## config.mk

```make
export PLATFORM = sky130hd
export DESIGN_NAME = sample_packer
export DESIGN_NICKNAME = d
export VERILOG_FILES = /design/src/rtl/sample_packer_pkg.sv /design/src/rtl/sample_decimator.sv /design/src/rtl/sample_packer.sv
export SDC_FILE = /design/constraint.sdc
export NUM_CORES = 1
export LEC_CHECK = 0
export CELL_PAD_IN_SITES_DETAIL_PLACEMENT = 2
export CELL_PAD_IN_SITES_GLOBAL_PLACEMENT = 2
export CORE_UTILIZATION = 31
export DETAILED_ROUTE_END_ITERATION = 8
export GPL_TIMING_DRIVEN = 0
export PLACE_DENSITY = 0.75
export SYNTH_ARGS = -nofsm -noshare
export SYNTH_HDL_FRONTEND = slang
export SYNTH_HIERARCHICAL = 1
export SYNTH_SLANG_ARGS = --single-unit
```

## constraint.sdc

```tcl
create_clock -name clk -period 5 [get_ports clk]
set_input_delay 0.75 -clock clk [delete_from_list [all_inputs] [get_ports clk]]
set_output_delay 0.75 -clock clk [all_outputs]
set_load 0.05 [all_outputs]
```

## src/rtl/sample_packer_pkg.sv

```systemverilog
// sample_packer_pkg: shared decimation encodings and width/offset helpers for the sample packer
package sample_packer_pkg;
  localparam logic [1:0] DECIM_1 = 2'd0;
  localparam logic [1:0] DECIM_2 = 2'd1;
  localparam logic [1:0] DECIM_4 = 2'd2;
  localparam logic [1:0] DECIM_8 = 2'd3;
  function automatic int clog2(input int v);
    int r;
    r = 0;
    while ((1 << r) < v) r++;
    return r;
  endfunction
  function automatic int out_width(input int sample_w, input int channels, input int lanes);
    return sample_w * channels * lanes;
  endfunction
  function automatic int lane_width(input int lanes);
    return lanes > 1 ? clog2(lanes) : 1;
  endfunction
  // LSB of channel c, lane l; lane 0 of channel 0 sits at the top of the word
  function automatic int lane_lsb(input int out_w, input int sample_w, input int lanes,
                                  input int c, input int l);
    return out_w - (c * lanes + l + 1) * sample_w;
  endfunction
endpackage

```

## src/rtl/sample_decimator.sv

```systemverilog
// sample_decimator: keeps 1 of every 2^sel accepted samples; sel is held between restarts
module sample_decimator
  import sample_packer_pkg::*;
(
  input  logic       clk,
  input  logic       rst_n,
  input  logic       clear,
  input  logic       in_valid,
  input  logic       in_sof,
  input  logic [1:0] decim_sel,
  output logic       keep
);
  logic [2:0] cnt;
  logic [2:0] mask;
  logic [1:0] sel_q;
  logic [1:0] sel_eff;
  logic       held;
  logic       restart;
  assign restart = in_valid & in_sof;
  // until the first sample after reset the live setting is used, then it is frozen
  assign sel_eff = (restart | ~held) ? decim_sel : sel_q;
  assign mask    = ~(3'b111 << sel_eff);
  assign keep    = in_valid & ~clear & (restart | cnt == 3'd0);
  always_ff @(posedge clk or negedge rst_n)
    if (!rst_n) begin
      cnt   <= '0;
      sel_q <= DECIM_1;
      held  <= 1'b0;
    end else if (clear) begin
      cnt   <= '0;
      sel_q <= decim_sel;
      held  <= 1'b1;
    end else if (in_valid) begin
      cnt   <= (restart ? 3'd1 : cnt + 3'd1) & mask;
      sel_q <= sel_eff;
      held  <= 1'b1;
    end
endmodule

```

## src/rtl/sample_packer.sv

```systemverilog
// sample_packer: packs a decimated multi-channel sample stream into wide words with a valid/ready output
module sample_packer
  import sample_packer_pkg::*;
#(
  parameter  int SAMPLE_W = 16,
  parameter  int CHANNELS = 2,
  parameter  int LANES    = 4,
  parameter  int CNT_W    = 16,
  localparam int OUT_W    = out_width(SAMPLE_W, CHANNELS, LANES)
) (
  input  logic                         clk,
  input  logic                         rst_n,
  input  logic                         clear,
  input  logic [1:0]                   decim_sel,
  input  logic                         in_valid,
  input  logic                         in_sof,
  input  logic [SAMPLE_W*CHANNELS-1:0] in_data,
  output logic [OUT_W-1:0]             out_data,
  output logic                         out_valid,
  input  logic                         out_ready,
  output logic                         out_sof,
  output logic                         overflow,
  output logic [CNT_W-1:0]             drop_count
);
  localparam int LW = lane_width(LANES);
  localparam logic [LW-1:0] LAST = LW'(LANES - 1);
  logic                keep;
  logic                complete;
  logic                load;
  logic                word_sof;
  logic                asm_sof;
  logic [LW-1:0]       lane_cnt;
  logic [LW-1:0]       lane;
  logic [OUT_W-1:0]    word;
  logic [SAMPLE_W-1:0] asm_q [CHANNELS][LANES];
  sample_decimator u_decim (
    .clk      (clk),
    .rst_n    (rst_n),
    .clear    (clear),
    .in_valid (in_valid),
    .in_sof   (in_sof),
    .decim_sel(decim_sel),
    .keep     (keep)
  );
  // a frame start forces lane 0, silently abandoning any partial word
  assign lane     = in_sof ? '0 : lane_cnt;
  assign complete = keep & (lane == LAST);
  assign word_sof = lane == '0 ? in_sof : asm_sof;
  assign load     = ~out_valid | out_ready;
  always_comb begin
    word = '0;
    for (int c = 0; c < CHANNELS; c++)
      for (int l = 0; l < LANES; l++)
        word[lane_lsb(OUT_W, SAMPLE_W, LANES, c, l) +: SAMPLE_W] =
          l == LANES - 1 ? in_data[SAMPLE_W*(CHANNELS-c)-1 -: SAMPLE_W] : asm_q[c][l];
  end
  always_ff @(posedge clk or negedge rst_n)
    if (!rst_n) begin
      lane_cnt <= '0;
      asm_sof  <= 1'b0;
      for (int c = 0; c < CHANNELS; c++)
        for (int l = 0; l < LANES; l++)
          asm_q[c][l] <= '0;
    end else if (clear) begin
      lane_cnt <= '0;
      asm_sof  <= 1'b0;
    end else if (keep) begin
      lane_cnt <= complete ? '0 : lane + 1'b1;
      if (lane == '0) asm_sof <= in_sof;
      for (int c = 0; c < CHANNELS; c++)
        asm_q[c][lane] <= in_data[SAMPLE_W*(CHANNELS-c)-1 -: SAMPLE_W];
    end
  // a word completing against a stalled, full output register is dropped and counted
  always_ff @(posedge clk or negedge rst_n)
    if (!rst_n) begin
      out_data   <= '0;
      out_valid  <= 1'b0;
      out_sof    <= 1'b0;
      overflow   <= 1'b0;
      drop_count <= '0;
    end else if (clear) begin
      out_valid  <= 1'b0;
      out_sof    <= 1'b0;
      overflow   <= 1'b0;
      drop_count <= '0;
    end else if (complete & load) begin
      out_data  <= word;
      out_sof   <= word_sof;
      out_valid <= 1'b1;
    end else begin
      if (out_valid & out_ready) out_valid <= 1'b0;
      if (complete) begin
        overflow   <= 1'b1;
        drop_count <= &drop_count ? drop_count : drop_count + 1'b1;
      end
    end
endmodule

```

==> impl_summary.md <==
Status
The run finished with clean final reports.

Global routing
The global-route wire length before repair is 42,500 um. The number of antenna violations at the first check in global routing is 0. The via count of the first global-routing pass is 7,013. Across every metal layer, demand over resource in global routing totals 0.168. Global routing finished with a remaining overflow of 0. Entering global routing, the biggest net connects 107 pins.

Timing
The relative slew slack is 0.603. The worst setup skew after layout is 0.00772 ns. The total negative slack for setup checks is 0 ns.

The final-layout worst hold slack is 0.161 ns. Of the available clock period, the critical path in the final layout requires 0.593. The count of final max-slew check failures came to 0. The final setup violation count is 0. The count of final hold-check violations is 0. Setup repair after global routing left no endpoint under its margin. The worst path in the final design needs a cycle of 2.96 ns, including I/O delays and setup. Timing would allow up to 338 MHz. At the pin with the least slew margin, the transition time is 0.593 ns.

Route
In this run, the number of DRC markers left after iteration 0 of detailed routing was 175. The routed layout has 6,190 vias. The via density per instance is 4.81. The routed wire length is 26,900 um. The wire length per cell is 20.9 um. For this run, design rule violations remaining after detail routing come to 0. For this run, the detailed router's first-pass iteration total came to 4. The detail route stage leaves a number of antenna-violating nets equal to 0.

Floorplanning
The row count is 65. The number of ports placed on the die boundary is 187. The die covers 0.0329 mm2. The height of the die is 181 um. The initial cell density of the core is 0.316. The core region area is 0.0316 mm2.

The x dimension of the die is 181 um.

Clocking
After clock tree synthesis, the clock-pin slew on the worst setup and hold paths is 0.06 ns. Clock tree synthesis inserted a total of 29 buffers. The root buffer cell is clkbuf_16.

CTS built an H-tree with a depth of 1. The clock reaches the later pin of the worst-skew pair after 0.53 ns. The number of setup buffers added after CTS is 0.

The number of buffers on the longest clock path is 3. TritonCTS built the clock tree. The hold-fix buffer count after cts is 0. The number of gates given a new drive strength after cts is 0. CTS saw 252 sinks.

Critical path
The critical path crosses 8 cells after its start point. The signal on the critical path passes through clkdlybuf4s50_1, nor2b_1, ha_1, nand3_1, nor2_1, buf_2, buf_4, mux2_2. In this design, the stage delay of the slowest critical-path cell is 0.56 ns. Along the worst path, the maximum fanout reaches 10.

By startpoint and endpoint, the worst setup path is classified as input port to flop. The startpoint identified for the worst register-to-register timing path is u_decim/cnt[0]. The worst-path cell with the longest stage delay is clkdlybuf4s50_1.

The data arrival time at the worst-slack endpoint is 3.37 ns. The buffers plus inverters on the worst setup path is 3. For the worst setup path, the data required time is 5.41 ns. The endpoint type of the worst setup path is a flop. The sort of element at the start of the critical path is an input port.

Counting cells, the worst reg-to-reg path comes to 10. The end of the worst register-to-register path is out_data[112]. For flop-to-flop paths, the worst setup slack is 2.42 ns. The kind of cell adding the most delay to the critical path is buffers and inverters.

Placement
The number of buffer cells added on primary ports is 186. The final weighted congestion of routability-driven global placement is 0.752. The detailed-placement wirelength estimate is 18,400 um.

Pwr
In this run the power density over the cells is 349 mW/mm2. The largest voltage drop on the vdd net is 0.000213 V. Summed over all cells, the static leakage comes to 6.27 nW.

Synthesis
The cell count after synthesis came out at 644. The post-synthesis net count is 691. Yosys mapped a number of flops with a built-in enable equal to 0.

The post-synthesis sequential element count is 252. The summed instance area of the synthesized netlist is 0.00996 mm2. The yosys synthesis warning count is 6. The per-instance average area after synthesis is 15.5 um2. The number of distinct standard cells referenced by the synthesized netlist is 53.

Among all flip-flop cells after synthesis, the most frequent one is dfrtp_1. In the synthesized netlist the async set-or-reset flop fraction comes to 1.00. By area the synthesized netlist is led by dfrtp_1 (63%), mux2_2 (26%), buf_4 (0.98%). The share of the yosys chip area belonging to registers is 0.633. The library cell with the largest summed area after synthesis is dfrtp_1. The share of the synthesized area in the top cell type is 0.633.

Finish
The net count reported at finish is 910. The layout overhead on the synthesized area is 34.1%. Of the cells placed in the final design, the portion with a size suffix greater than 1 is 0.354.

Leaving out fill and tap cells, the most frequent cell in the layout is dfrtp_1. The diode insertion count for antenna repair is 0. Leaving out fill and tap cells, the most frequent cells in the layout are dfrtp_1 (252), mux2_2 (227), clkdlybuf4s50_1 (185), clkbuf_16 (29), buf_4 (13).

Min path
The path class of the tightest hold or removal check is input port to asynchronous set/reset pin.

Run
The max-cap check violation count is 0.
-- cell usage after synthesis, types with 5 or more instances --
| cell type | instances |
|---|---|
| a21oi_1 | 10 |
| nand2b_1 | 5 |
| nor2_1 | 10 |
| dfrtp_1 | 252 |
| nand4_1 | 6 |
| inv_1 | 9 |
| a21o_1 | 5 |
| buf_4 | 13 |
| buf_2 | 12 |
| nand3_1 | 9 |
| mux2_2 | 227 |
| nand2_1 | 12 |
| ha_1 | 7 |
-- logic make-up (layout without fill, tap and decap cells) --
family	Yosys count	after routing	synth area share
AOI/OAI and AO/OA	42	42	0.0296
xor gates and xnor gates	3	3	0.00264
adders and majority gates	7	7	0.00879
buffers and inverters	37	277	0.0219
DFF	252	252	0.633
muxes	232	232	0.262
and+or+nand+nor	71	71	0.0418
-- final cells by class --
| type | instances | area, um2 |
|---|---|---|
| fill | 3090 | 18200 |
| sequential | 252 | 6310 |
| multi-input combinational | 355 | 3440 |
| timing repair buffer | 188 | 1920 |
| clock buffer | 46 | 890 |
| tap | 402 | 503 |
| buffer | 28 | 184 |
| clock inverter | 6 | 80.1 |
| inverter | 9 | 33.8 |
-- routing by layer --
metal	GRT usage	share of wire	vias to the layer above	wire length (um)
li1	-	-	2747	-
met1	0.211	0.42	3265	11400
met2	0.294	0.50	147	13500
met3	0.0379	0.055	31	1480
met4	0.0369	0.016	0	438
met5	0	0	-	0
-- state kept, by name, indices dropped and copies added (netlist names) --
signal         count
u_decim/held       1
out_data         128
overflow           1
u_decim/cnt        3
out_valid          1
asm_sof            1
drop_count        16
asm_q             96
out_sof            1
lane_cnt           2
u_decim/sel_q      2
-- report_power, final --
part	internal (mW)	switching (mW)
combinational	0.153	0.147
sequential	2.17	0.0675
clock	1.31	0.815
-- how the worst max path moves through the flow --
stage	from	endpoint	slack [ns]
finish	in_sof	out_data[112]	2.04
detailed placement	in_sof	out_data[110]	1.50
global route	in_sof	out_data[112]	1.87
floorplan	in_sof	out_data[107]	2.70
CTS	in_sof	out_data[113]	2.03
global placement	rst_n	out_data[93]	-8.00
-- metrics by stage --
| stage | cells | util | setup slack [ns] | power [mW] | cell area [um2] |
|---|---|---|---|---|---|
| 6_report | 1286 | 0.423 | 2.04 | 4.66 | 13400 |
| 5_1_grt | 1286 | 0.423 | 1.87 | 4.86 | 13400 |
| 4_1_cts | 1286 | 0.423 | 2.03 | 4.74 | 13400 |
| 3_5_place_dp | 1234 | 0.393 | 1.50 | 2.58 | 12400 |
| 3_3_place_gp | 1232 | 0.391 | -8.00 | 2.55 | 12300 |
| 2_1_floorplan | 644 | - | 2.70 | 2.42 | 9960 |
Power figures use the tool's default switching activity.
